## src/rtl/arb_pkg.sv

```systemverilog
// Shared definitions for the bus_arbitro bus arbiter.
// Contents:
//   arb_state_e   - arbiter FSM states (idle, sending, waiting for handshake release)
//   DefNReq       - default number of requesters
//   DefDataW      - default data bus width
//   DefTimeoutCyc - default acknowledge wait limit (used only with ARB_TIMEOUT_EN)
package arb_pkg;

    typedef enum logic [1:0] {
        StIdle    = 2'd0,
        StSend    = 2'd1,
        StRelease = 2'd2
    } arb_state_e;

    localparam int unsigned DefNReq       = 4;
    localparam int unsigned DefDataW      = 4;
    localparam int unsigned DefTimeoutCyc = 15;

endpackage

```

## src/rtl/arb_rr_pick.sv

```systemverilog
// Purely combinational round-robin picker.
// Ports:
//   req    in  N_REQ  request vector, bit i belongs to requester i
//   last   in  IDX_W  index of the previous winner
//   winner out N_REQ  one-hot winner, all-zero when no request is pending
//   valid  out 1      at least one request is pending
// Search starts at (last + 1) mod N_REQ and wraps around.
module arb_rr_pick #(
    parameter int unsigned N_REQ = 4,
    parameter int unsigned IDX_W = 2
) (
    input  logic [N_REQ-1:0] req,
    input  logic [IDX_W-1:0] last,
    output logic [N_REQ-1:0] winner,
    output logic             valid
);

    logic [IDX_W-1:0] cand;
    logic [IDX_W-1:0] idx;

    assign valid = |req;

    // Walk the offsets from farthest to nearest so the nearest requester
    // after the previous winner is the final assignment to idx.
    always_comb begin
        cand = '0;
        idx  = '0;
        for (int off = int'(N_REQ); off >= 1; off--) begin
            cand = IDX_W'((int'(last) + off) % int'(N_REQ));
            if (req[cand]) begin
                idx = cand;
            end
        end
        winner = valid ? ({{(N_REQ-1){1'b0}}, 1'b1} << idx) : '0;
    end

endmodule

```

## src/rtl/bus_arbitro.sv

```systemverilog
// Round-robin arbiter giving N_REQ requesters access to a single peripheral.
// A transfer is a four-phase handshake: the winner's data is latched and
// presented with per_send; per_ack moves to RELEASE where req_ack is held
// until both per_ack and the winner's req_send are low.
// Ports:
//   arb_clock  in  1             clock, rising edge
//   arb_reset  in  1             synchronous active-low reset
//   req_send   in  N_REQ         per-requester data-valid flags
//   req_dados  in  N_REQ*DATA_W  requester data, slice i is requester i
//   req_ack    out N_REQ         receipt ack to the winning requester
//   per_send   out 1             send flag to the peripheral
//   per_dados  out DATA_W        data to the peripheral (0 while idle)
//   per_ack    in  1             peripheral receipt ack
//   arb_grant  out N_REQ         one-hot bus owner, 0 when idle
//   arb_busy   out 1             arbiter not idle
//   arb_erro   out 1             one-cycle acknowledge timeout pulse
// Optional feature: define ARB_TIMEOUT_EN to abort a transfer that is not
// acknowledged within TIMEOUT_CYC cycles; otherwise arb_erro is tied to 0.
module bus_arbitro
    import arb_pkg::*;
#(
    parameter int unsigned N_REQ       = DefNReq,
    parameter int unsigned DATA_W      = DefDataW,
    parameter int unsigned TIMEOUT_CYC = DefTimeoutCyc
) (
    input  logic                    arb_clock,
    input  logic                    arb_reset,
    input  logic [N_REQ-1:0]        req_send,
    input  logic [N_REQ*DATA_W-1:0] req_dados,
    output logic [N_REQ-1:0]        req_ack,
    output logic                    per_send,
    output logic [DATA_W-1:0]       per_dados,
    input  logic                    per_ack,
    output logic [N_REQ-1:0]        arb_grant,
    output logic                    arb_busy,
    output logic                    arb_erro
);

    localparam int unsigned IdxW = (N_REQ > 1) ? $clog2(N_REQ) : 1;

    arb_state_e        state_q, state_d;
    logic [N_REQ-1:0]  grant_q, grant_d;
    logic [DATA_W-1:0] data_q, data_d;
    logic [IdxW-1:0]   last_q, last_d;

    logic [N_REQ-1:0]  pick_oh;
    logic              pick_valid;
    logic [DATA_W-1:0] pick_data;
    logic [IdxW-1:0]   grant_idx;
    logic              release_ok;
    logic              timeout;

    arb_rr_pick #(
        .N_REQ (N_REQ),
        .IDX_W (IdxW)
    ) u_pick (
        .req    (req_send),
        .last   (last_q),
        .winner (pick_oh),
        .valid  (pick_valid)
    );

    // Data slice of the requester the picker selects this cycle.
    always_comb begin
        pick_data = '0;
        for (int i = 0; i < int'(N_REQ); i++) begin
            if (pick_oh[i]) begin
                pick_data = req_dados[i*DATA_W +: DATA_W];
            end
        end
    end

    always_comb begin
        grant_idx = '0;
        for (int i = 0; i < int'(N_REQ); i++) begin
            if (grant_q[i]) begin
                grant_idx = IdxW'(i);
            end
        end
    end

    // Handshake closes only once both sides have dropped their flags.
    assign release_ok = ~per_ack & ~(|(req_send & grant_q));

`ifdef ARB_TIMEOUT_EN
    localparam int unsigned CntW = $clog2(TIMEOUT_CYC + 1);

    logic [CntW-1:0] cnt_q;
    logic            erro_q;

    // Counter is zero on the first SEND cycle; expiry on the last one.
    assign timeout = (state_q == StSend) && (cnt_q == CntW'(TIMEOUT_CYC - 1));

    always_ff @(posedge arb_clock) begin
        if (!arb_reset) begin
            cnt_q  <= '0;
            erro_q <= 1'b0;
        end else begin
            cnt_q  <= (state_q == StSend) ? cnt_q + CntW'(1) : '0;
            erro_q <= timeout & ~per_ack;
        end
    end

    assign arb_erro = erro_q;
`else
    logic unused_timeout_cyc;

    assign unused_timeout_cyc = ^TIMEOUT_CYC;
    assign timeout            = 1'b0;
    assign arb_erro           = 1'b0;
`endif

    // State register.
    always_ff @(posedge arb_clock) begin
        if (!arb_reset) begin
            state_q <= StIdle;
        end else begin
            state_q <= state_d;
        end
    end

    // Next-state logic; an ack arriving on the expiry edge still wins.
    always_comb begin
        state_d = state_q;
        case (state_q)
            StIdle: begin
                if (pick_valid) begin
                    state_d = StSend;
                end
            end
            StSend: begin
                if (per_ack) begin
                    state_d = StRelease;
                end else if (timeout) begin
                    state_d = StIdle;
                end
            end
            StRelease: begin
                if (release_ok) begin
                    state_d = StIdle;
                end
            end
            default: state_d = StIdle;
        endcase
    end

    // Grant, data and round-robin pointer updates.
    always_comb begin
        grant_d = grant_q;
        data_d  = data_q;
        last_d  = last_q;
        case (state_q)
            StIdle: begin
                if (pick_valid) begin
                    grant_d = pick_oh;
                    data_d  = pick_data;
                end
            end
            StSend: begin
                if (!per_ack && timeout) begin
                    grant_d = '0;
                    data_d  = '0;
                    last_d  = grant_idx;
                end
            end
            StRelease: begin
                if (release_ok) begin
                    grant_d = '0;
                    data_d  = '0;
                    last_d  = grant_idx;
                end
            end
            default: begin
                grant_d = '0;
                data_d  = '0;
            end
        endcase
    end

    // Pointer resets to N_REQ-1 so requester 0 is searched first.
    always_ff @(posedge arb_clock) begin
        if (!arb_reset) begin
            grant_q <= '0;
            data_q  <= '0;
            last_q  <= IdxW'(N_REQ - 1);
        end else begin
            grant_q <= grant_d;
            data_q  <= data_d;
            last_q  <= last_d;
        end
    end

    // Outputs decode registered state only.
    always_comb begin
        per_send  = (state_q == StSend);
        arb_busy  = (state_q != StIdle);
        req_ack   = (state_q == StRelease) ? grant_q : '0;
        arb_grant = grant_q;
        per_dados = data_q;
    end

endmodule

```

## config.mk

```make
export PLATFORM = sky130hd
export DESIGN_NAME = bus_arbitro
export DESIGN_NICKNAME = d
export VERILOG_FILES = /design/src/rtl/arb_pkg.sv /design/src/rtl/arb_rr_pick.sv /design/src/rtl/bus_arbitro.sv
export SDC_FILE = /design/constraint.sdc
export NUM_CORES = 1
export LEC_CHECK = 0
export BUFFER_PORTS_ARGS = -buffer_cell sky130_fd_sc_hd__buf_2
export CAP_MARGIN = 20
export CELL_PAD_IN_SITES_DETAIL_PLACEMENT = 1
export CELL_PAD_IN_SITES_GLOBAL_PLACEMENT = 2
export CORE_UTILIZATION = 25
export CTS_BUF_LIST = sky130_fd_sc_hd__clkbuf_4 sky130_fd_sc_hd__clkbuf_8 sky130_fd_sc_hd__clkbuf_16
export CTS_CLUSTER_DIAMETER = 30
export CTS_CLUSTER_SIZE = 8
export DETAILED_ROUTE_END_ITERATION = 16
export PLACE_DENSITY = 0.83
export REMOVE_ABC_BUFFERS = 1
export SYNTH_ARGS = -nofsm -noshare
export SYNTH_HDL_FRONTEND = slang
export SYNTH_SLANG_ARGS = --single-unit
```

## constraint.sdc

```tcl
create_clock -name arb_clock -period 1.9 [get_ports arb_clock]
set_input_delay 0.38 -clock arb_clock [delete_from_list [all_inputs] [get_ports arb_clock]]
set_output_delay 0.38 -clock arb_clock [all_outputs]
set_load 0.1 [all_outputs]
```

==> results.py <==
metrics = {
    "grt": {
        "grt_max_degree": 13,
        "overflow": 0,
        "busiest_layer": "met2",
        "use_met3_pct": 2.73,
        "grt_pass1_vias": 962,
        "gr-usage-met2_pct": 27.3,
        "grtUsageTotal_pct": 17.7,
        "met1_usage_pct": 23.4,
        "grt_first_pass_wirelength_mm": 4.73,
        "antenna_found_initial": 0,
    },
    "floorplan": {
        "die_h_um": 61.1,
        "die_w_um": 61.1,
        "dieArea_mm2": 0.00373,
        "num_rows": 21,
        "core-area_mm2": 0.00334,
        "start_util_pct": 26.1,
        "io-pin-count": 38,
    },
    "setup_path": {
        "cp.required_ps": 2130,
        "critPathArrivalTime_ps": 2010,
        "r2r-end": "per_dados[1]$_SDFFE_PN0P_",
        "critPathMaxStageDelay_ps": 440,
        "r2r_slack_ps": 120,
        "reg2regPathDepth": 6,
        "worstReg2RegStart": "last_q[1]$_SDFFE_PN1P_",
        "cp_num_buf_inv": 1,
        "path_max_fanout": 12,
        "worstSetupEndpointType": "flip-flop",
        "cp_top_family": "compound AO/OA/AOI/OAI gates",
        "path_cells": "mux2_2 -> a222oi_1 -> buf_4 -> a32oi_1 -> a211oi_1 -> o31a_1",
        "crit_type": "reg -> reg",
        "crit_path_top_delay_cell": "dfxtp_2",
        "start_kind": "flip-flop",
    },
    "clock_tree": {
        "post_cts_buffers": 0,
        "numCtsBuffers": 3,
        "cts.sinks": 12,
        "path_clk_slew_ps": 80,
        "cts_tree": "yes",
        "cts_resized": 1,
        "htree_levels": 1,
        "cts_buffer_depth": 2,
        "cts_hold_buf": 0,
        "cts_root_buf": "clkbuf_4",
        "clock_latency_ps": 280,
    },
    "power_and_ir_drop": {
        "clkPwrFrac_pct": 20.5,
        "combPwrFrac_pct": 43.7,
        "power_density_mw_per_mm2": 671,
        "switching_power_uw": 364,
        "ir_drop_mv": 0.427,
        "intPower_uw": 443,
        "power.leakage_uw": 0.000560,
        "swShare_pct": 45.1,
        "p_seq_share_pct": 35.9,
    },
    "detailed_routing": {
        "viasPerCell": 4.98,
        "totalWireLength_mm": 2.89,
        "first_iter_violations": 57,
        "vias": 952,
        "route.detailed.drc": 0,
        "ant_nets": 0,
        "drtPass1Iterations": 4,
        "wire_per_inst_um": 15.1,
    },
    "final_layout": {
        "num-fill-cells": 435,
        "syn2layout_area_growth_pct": 37.9,
        "diodes": 0,
        "layout-drive-gt1-share_pct": 37.9,
        "fin_area_mm2": 0.00120,
        "nets": 170,
        "post-route-util_pct": 36.0,
    },
    "logic_synthesis": {
        "yosys-top-cells-count": "12 x dfxtp_1, 9 x and2_1, 8 x inv_1",
        "synthArstFlopShare_pct": 0,
        "ys_types": 41,
        "syn_area_um2": 872,
        "ys_ff_latch": 12,
        "synth_flop_cell": "dfxtp_1",
        "synth_edf_count": 0,
        "ys_seq_area_share_pct": 27.5,
        "synthCells": 106,
        "synth_top_cell_by_area": "dfxtp_1",
        "synth_top_area_share_pct": 27.5,
        "synth.most_common_cell": "dfxtp_1",
        "syn_avg_cell_area_um2": 8.23,
        "synth.area.top_cells": "dfxtp_1 28%, and2_1 6.5%, a32oi_1 6.0%",
        "synth_warnings": 0,
    },
    "sta": {
        "setup_viol": 0,
        "maxSlewViolCount": 0,
        "fin_crit_ps": 1780,
        "finClkSkew_ps": 0.703,
        "period_share_pct": 93.9,
        "hold_viol": 0,
        "rsz0062_at_grt": "no",
        "setup_ws_ps": 117,
        "fmax_ghz": 0.561,
    },
    "job": {
        "max_cap_violations": 0,
    },
    "status": {
        "outcome": "finished clean",
    },
    "hold_path": {
        "min_to": "last_q[1]$_SDFFE_PN1P_",
        "hold_depth": 2,
        "hold_class": "in -> reg",
        "min-delay-start": "arb_reset",
    },
    "placed_design": {
        "dp_hpwl_mm": 2.23,
        "io_buffer_count": 36,
        "gp_congestion": 0.833,
        "place_area_mm2": 0.00118,
        "pre_cts_ws_ps": -2.47,
    },
}
==> cells in the final DEF, fill, tap and decap left out, types with 2 or more instances in the layout <==
cell type  netlist  layout
buf_2            3      32
a31o_1           4       4
a32oi_1          6       6
a222oi_1         2       2
nor2_1           5       5
inv_1            8       8
and2_1           9       9
o31a_1           4       4
buf_12           0       4
o21ai_0          2       2
nor2b_1          6       5
and3_2           4       4
buf_4            1       5
a211oi_1         4       4
clkbuf_4         0       3
dfxtp_1         12      11
a21oi_1          5       5
nand2_1          6       6
==> cell type report <==
class / count / area (um^2) / area share, %
repair buffers: 41 / 278 / 23.1
flip-flops and latches: 12 / 241 / 20.1
well taps: 46 / 57.6 / 4.79
multi-input cells: 81 / 573 / 47.7
clock buffers: 3 / 22.5 / 1.87
inverters: 8 / 30.0 / 2.50
==> power by group through the flow <==
stage | registers [uW] | logic, uW | clock network (uW)
floorplan | 390 | 152 | 0
global placement | 294 | 346 | 0
detailed placement | 295 | 350 | 0
CTS | 289 | 352 | 173
global route | 292 | 374 | 185
finish | 289 | 352 | 165
==> per-layer routing <==
| layer | routed length [um] | vias to the layer above | part of all wire (%) |
|---|---|---|---|
| met5 | 0 | - | 0 |
| met4 | 55 | 0 | 1.9 |
| met3 | 53 | 4 | 1.8 |
| met2 | 1400 | 17 | 49 |
| met1 | 1370 | 458 | 48 |
| li1 | - | 473 | - |
==> cells by family after synthesis <==
group	Yosys count	synth area share [%]
mux	2	2.44
other cells	1	0.430
simple gates	36	23.8
buf+inv	13	7.03
compound gates	42	38.7
flops	12	27.5
==> how the worst max path moves through the flow <==
stage	to	slack (ps)	from	depth (start not counted)
floorplan	req_ack[3]	-350	arb_grant[3]$_SDFFE_PN0P_	1
global placement	per_dados[1]$_SDFFE_PN0P_	50	req_send[0]	6
detailed placement	per_dados[2]$_SDFFE_PN0P_	-2	last_q[1]$_SDFFE_PN1P_	6
CTS	req_ack[3]	50	state_q[1]$_SDFFE_PN0P_	3
global route	req_ack[0]	20	state_q[1]$_SDFFE_PN0P_	3
finish	per_dados[1]$_SDFFE_PN0P_	120	last_q[1]$_SDFFE_PN1P_	6
==> registers in the layout, summed over array words and instances (netlist names) <==
name	cells
per_dados	4
arb_grant	4
last_q	2
state_q	2
==> metrics by stage <==
step | cells | hold slack [ps] | power, uW | setup TNS (ps)
floorplan | 101 | 442 | 542 | -3110
global placement | 188 | 499 | 640 | 0
detailed placement | 188 | 499 | 645 | -2.47
CTS | 191 | 374 | 814 | 0
global route | 191 | 408 | 852 | 0
finish | 191 | 382 | 807 | 0
Note: power is estimated with default switching activity, not from simulation.
